<file path="src/rtl/dac_sample_fifo_if.sv">
// Producer-to-FIFO valid/ready stream carrying unsigned DAC codes.
interface dac_sample_fifo_if #(
  parameter int DAC_BITS = 14
);
  logic                s_valid;
  logic                s_ready;
  logic [DAC_BITS-1:0] s_data;

  modport master (output s_valid, output s_data, input s_ready);
  modport slave  (input s_valid, input s_data, output s_ready);
endinterface

</file>
<file path="src/rtl/dac_sample_fifo.sv">
// Sample FIFO feeding the R2R+PWM DAC core: primes to a fill level, then hands
// out one code per val_req, holding the last code and counting underruns when starved.
module dac_sample_fifo #(
  parameter int DAC_BITS    = 14,
  parameter int DEPTH       = 16,
  parameter int PRIME_LEVEL = 8,
  parameter int REPRIME     = 0
) (
  input  logic                     clk,
  input  logic                     rst,
  dac_sample_fifo_if.slave         s,
  input  logic                     val_req,
  output logic [DAC_BITS-1:0]      dac_val,
  output logic [$clog2(DEPTH):0]   level,
  output logic                     running,
  output logic                     underrun,
  output logic [15:0]              underrun_cnt
);
  localparam int AW = $clog2(DEPTH);
  localparam logic [AW:0]         DEPTH_L  = (AW+1)'(DEPTH);
  localparam logic [AW:0]         PRIME_L  = (AW+1)'(PRIME_LEVEL);
  localparam logic [DAC_BITS-1:0] MIDSCALE = {1'b1, {(DAC_BITS-1){1'b0}}};

  typedef enum logic {PRIME, RUN} state_t;

  state_t              state_q, state_d;
  logic [AW:0]         wr_ptr_q, rd_ptr_q;
  logic [DAC_BITS-1:0] mem_q [DEPTH];
  logic [DAC_BITS-1:0] dac_val_q;
  logic                underrun_q, underrun_d;
  logic [15:0]         underrun_cnt_q;
  logic                full, empty, push, pop;
  logic [AW:0]         level_post;

  // Extra pointer bit distinguishes full from empty.
  assign level = wr_ptr_q - rd_ptr_q;
  assign full  = (level == DEPTH_L);
  assign empty = (level == '0);

  assign s.s_ready = !full;
  assign push      = s.s_valid && !full;
  assign pop       = (state_q == RUN) && val_req && !empty;
  assign underrun_d = (state_q == RUN) && val_req && empty;
  assign level_post = level + (AW+1)'(push) - (AW+1)'(pop);

  always_comb begin
    state_d = state_q;
    case (state_q)
      PRIME: if (level_post >= PRIME_L) state_d = RUN;
      RUN:   if (underrun_d && (REPRIME != 0)) state_d = PRIME;
      default: state_d = PRIME;
    endcase
  end

  always_ff @(posedge clk) begin
    if (rst) begin
      state_q        <= PRIME;
      wr_ptr_q       <= '0;
      rd_ptr_q       <= '0;
      dac_val_q      <= MIDSCALE;
      underrun_q     <= 1'b0;
      underrun_cnt_q <= '0;
    end else begin
      state_q    <= state_d;
      underrun_q <= underrun_d;
      if (push) wr_ptr_q <= wr_ptr_q + 1'b1;
      if (pop) begin
        rd_ptr_q  <= rd_ptr_q + 1'b1;
        dac_val_q <= mem_q[rd_ptr_q[AW-1:0]];
      end
      if (underrun_d && (underrun_cnt_q != '1))
        underrun_cnt_q <= underrun_cnt_q + 16'd1;
    end
  end

  always_ff @(posedge clk) begin
    if (push) mem_q[wr_ptr_q[AW-1:0]] <= s.s_data;
  end

  assign dac_val      = dac_val_q;
  assign running      = (state_q == RUN);
  assign underrun     = underrun_q;
  assign underrun_cnt = underrun_cnt_q;
endmodule

</file>
<file path="src/flat_wrapper.sv">
// flat-port wrapper written by rule: the top's interface ports become plain ports
module dac_sample_fifo_flat 
#(
  parameter int DAC_BITS    = 14,
  parameter int DEPTH       = 16,
  parameter int PRIME_LEVEL = 8,
  parameter int REPRIME     = 0
)
  (clk, rst, val_req, dac_val, level, running, underrun, underrun_cnt, s_s_valid, s_s_data, s_s_ready);
  dac_sample_fifo_if #(.DAC_BITS(DAC_BITS)) s_i ();
  input  logic clk;
  input  logic rst;
  input  logic val_req;
  output logic [DAC_BITS-1:0] dac_val;
  output logic [$clog2(DEPTH):0] level;
  output logic running;
  output logic underrun;
  output logic [15:0] underrun_cnt;
  input wire logic [$bits(s_i.s_valid)-1:0] s_s_valid;
  input wire logic [$bits(s_i.s_data)-1:0] s_s_data;
  output wire logic [$bits(s_i.s_ready)-1:0] s_s_ready;
  assign s_i.s_valid = s_s_valid;
  assign s_i.s_data = s_s_data;
  assign s_s_ready = s_i.s_ready;
  dac_sample_fifo #(.DAC_BITS(DAC_BITS), .DEPTH(DEPTH), .PRIME_LEVEL(PRIME_LEVEL), .REPRIME(REPRIME)) u_core (.clk(clk), .rst(rst), .s(s_i), .val_req(val_req), .dac_val(dac_val), .level(level), .running(running), .underrun(underrun), .underrun_cnt(underrun_cnt));
endmodule
</file>
<file path="config.mk">
export PLATFORM = sky130hd
export DESIGN_NAME = dac_sample_fifo_flat
export DESIGN_NICKNAME = d
export VERILOG_FILES = /design/src/rtl/dac_sample_fifo_if.sv /design/src/rtl/dac_sample_fifo.sv /design/src/flat_wrapper.sv
export SDC_FILE = /design/constraint.sdc
export NUM_CORES = 1
export LEC_CHECK = 0
export BUFFER_PORTS_ARGS = -buffer_cell sky130_fd_sc_hd__buf_2
export CAP_MARGIN = 0
export CORE_UTILIZATION = 40
export CTS_BUF_LIST = sky130_fd_sc_hd__clkbuf_8
export DETAILED_ROUTE_END_ITERATION = 12
export PLACE_DENSITY = 0.54
export SYNTH_ARGS = -nofsm -noshare
export SYNTH_HDL_FRONTEND = slang
export SYNTH_SLANG_ARGS = --single-unit
</file>
<file path="constraint.sdc">
create_clock -name clk -period 5 [get_ports clk]
set_clock_uncertainty 0.05 [all_clocks]
set_input_delay 0.25 -clock clk [delete_from_list [all_inputs] [get_ports clk]]
set_output_delay 0.25 -clock clk [all_outputs]
set_load 0.02 [all_outputs]
</file>
==> out/summary.txt <==
Status: complete, but fails checks
Failing checks: design-rule violations
Placer Congestion: 0.790
Max-slew headroom: 29.0%
CTS tree: done
Final Cycle Share: 87.4%
CP Class: reg -> reg
CP top delay family: adder cells
Total power draw: 5900 uW
CP bufs+invs: 6
Hold Fails Final Rpt: 0
First-iteration detailed-routing DRC count: 585
LEAKAGE: 0.00424 uW
Max stage delay cell, worst path: dfxtp_1
Dpl hpwl: 13.9 mm
DR vias: 5991
Clk pin slew, worst setup/hold paths: 60 ps
DRC viols: 6
Async set-reset flop share out of synthesis: 0%
Die width: 166 um
First-pass GRT wire length: 36.3 mm
First drt pass iteration count: 8
Sink Count: 266
Post-synth EDFFs: 224
Area of the core: 0.0262 mm^2
# port buffers: 55
Area share of the largest cell type after synthesis: 62.4%
Final min period: 4370 ps
Clk root buf: clkbuf_8
Antenna Nets Post-Route: 0
Crit end category: register
Synthesis Warnings: 0
Max Cap Viol: 0
Final Routed Wirelength: 23.6 mm
Nets: 755
Via/cell ratio: 5.50
Fillcell total: 2197
Critical Path Start Type: register
Pin count of the biggest net entering global routing: 59
Postcts setup bufs: 0
Pwr per Cell Area: 473 mW/mm^2
I/O Pins: 56
Layout cells sized above 1: 29.4%
Mapped Cells: 618
Flip-flop and latch area: 0.00757 mm^2
Initial cell density of the core: 41.1%
Maximum clock rate: 0.229 GHz
Grt ovf: 0
Required @ worst endpoint: 5430 ps
DR WL/cell: 21.7 um
Setup Viol. Count Final: 0
N_diodes: 0
Initial antenna violation count: 1
Most used flip-flop cell after synthesis: edfxtp_1
Number of cell rows: 59
Final TNS setup: 0 ps
Vias in the first global route: 6229
Worst-margin pin slew: 1070 ps
Worst path max stage delay: 450 ps
Num CTS Buffers: 46
Pins over their slew limit: 0
Area occupied by multi-input gates: 0.00305 mm^2
Commonest non-fill, non-tap cell in the layout: edfxtp_1
Chip height: 166 um
Synthesized Nets: 654
Crit-path most repeated cell: inv_1
Post-CTS sizing: 0
Commonest non-fill, non-tap cells in the layout: edfxtp_1, mux4_2, buf_2
CTS max path bufs: 3
Die area: 0.0276 mm^2
GRT Util Overall: 17.5%
Sequential area share after synthesis: 70.3%
Post-synth top area cell: edfxtp_1
Avg Cell Area, Syn: 17.4 um^2
Syn-to-layout area delta: 15.8%
Post-synthesis cell type count: 53
Area contributors post-synth: edfxtp_1, mux4_2, dfxtp_1
Netlist Area Pre-Place: 0.0108 mm^2
Worst vdd ir: 251 uV
Max FO, Critical Path: 9
Worst EP arrival: 4800 ps
# hold bufs at CTS: 4
Skew-Pair Late Insertion Delay: 560 ps
Critical path, cell by cell: inv_1 > ha_1 > nand2_1 > o21ai_0 > xor2_2 > inv_1 > ha_1 > nand3b_1 > a2111oi_0 > buf_4 > a211oi_4 > ha_1 > inv_1 > ha_1 > inv_1 > fa_1 > inv_1 > a21oi_1 > o21bai_1 > xnor3_1 > a21oi_1
#FFs+latches synth: 266
Hold Path Class: in -> reg
H-tree depth: 2
Unrepaired setup endpoints after global routing: false
-- metrics by stage --
stage	util, %	setup slack, ps	instance area (um^2)	hold slack [ps]	instances
after floorplan	-	9.22	10800	299	618
after global placement	44.1	843	11600	415	1002
after detailed placement	44.1	608	11600	416	1002
after CTS	47.6	626	12500	0.0937	1090
after global routing	47.6	314	12500	4.91	1090
final	47.6	629	12500	32.2	1090
-- layer usage --
metal | share of wire [%] | track usage (%) | routed length (um) | up-vias
met5 | 0 | 0 | 0 | -
met4 | 1.8 | 5.40 | 417 | 0
met3 | 5.7 | 3.48 | 1350 | 35
met2 | 48 | 28.4 | 11500 | 161
met1 | 44 | 23.8 | 10400 | 3096
li1 | - | - | - | 2699
-- sequential cells by signal (all words and copies together) (netlist names) --
name	count
u_core.dac_val	14
u_core.mem_q	224
u_core.rd_ptr_q	5
u_core.running	1
u_core.underrun	1
u_core.underrun_cnt	16
u_core.wr_ptr_q	5
-- worst paths after layout --
kind | start | to | slack, ps | cells past startpoint
max | u_core.rd_ptr_q[2]$_SDFFE_PP0P_ | u_core.running$_SDFF_PP0_ | 630 | 21
min | s_s_data[10] | u_core.mem_q[10][10]$_DFFE_PP_ | 30 | 1
max reg2reg | u_core.rd_ptr_q[2]$_SDFFE_PP0P_ | u_core.running$_SDFF_PP0_ | 630 | 21
min reg2reg | u_core.dac_val[9]$_SDFFE_PP0P_ | u_core.dac_val[9]$_SDFFE_PP0P_ | 420 | 2
-- where the power goes --
group | switching (uW) | internal, uW | leakage (uW) | total [uW]
Sequential | 65.7 | 2520 | 0.00236 | 2590
Combinational | 826 | 646 | 0.00138 | 1470
Clock | 850 | 989 | 0.000498 | 1840
-- kinds of logic after synthesis --
logic type / after synthesis / synth area share (%)
mux: 70 / 13.2
compound gates: 82 / 5.55
buf+inv: 48 / 1.81
simple gates: 126 / 6.04
flops: 266 / 70.3
xor+xnor: 8 / 0.953
fa+ha+maj: 18 / 2.23
-- final cells by class --
type                       instances  share of cell area, %
sequential                       266                   60.7
multi-input combinational        304                   24.4
clock buffer                      51                   5.63
timing repair buffer              84                   4.03
tap                              335                   3.36
clock inverter                    33                   1.34
inverter                          17                  0.511
-- cell usage after synthesis, types with 2 or more instances --
cell type / count
edfxtp_1: 224
mux4_2: 56
dfxtp_1: 42
nor2_1: 38
nand2_1: 27
clkbuf_1: 17
a21oi_1: 16
ha_1: 16
inv_1: 16
a221oi_1: 13
a22o_1: 13
o22ai_1: 13
buf_2: 12
mux2_2: 12
nor2b_1: 11
nand3_1: 10
o31ai_1: 7
or4_1: 7
nand4_1: 6
nor3_1: 6
nor4_1: 4
o211ai_1: 4
o21ai_0: 4
a21o_1: 3
nor4b_1: 3
xnor2_1: 3
xor2_1: 3
and4_1: 2
buf_1: 2
fa_1: 2
nand2b_1: 2
nand3b_1: 2
or3_1: 2
No activity file was read; power rests on OpenSTA's default activity.
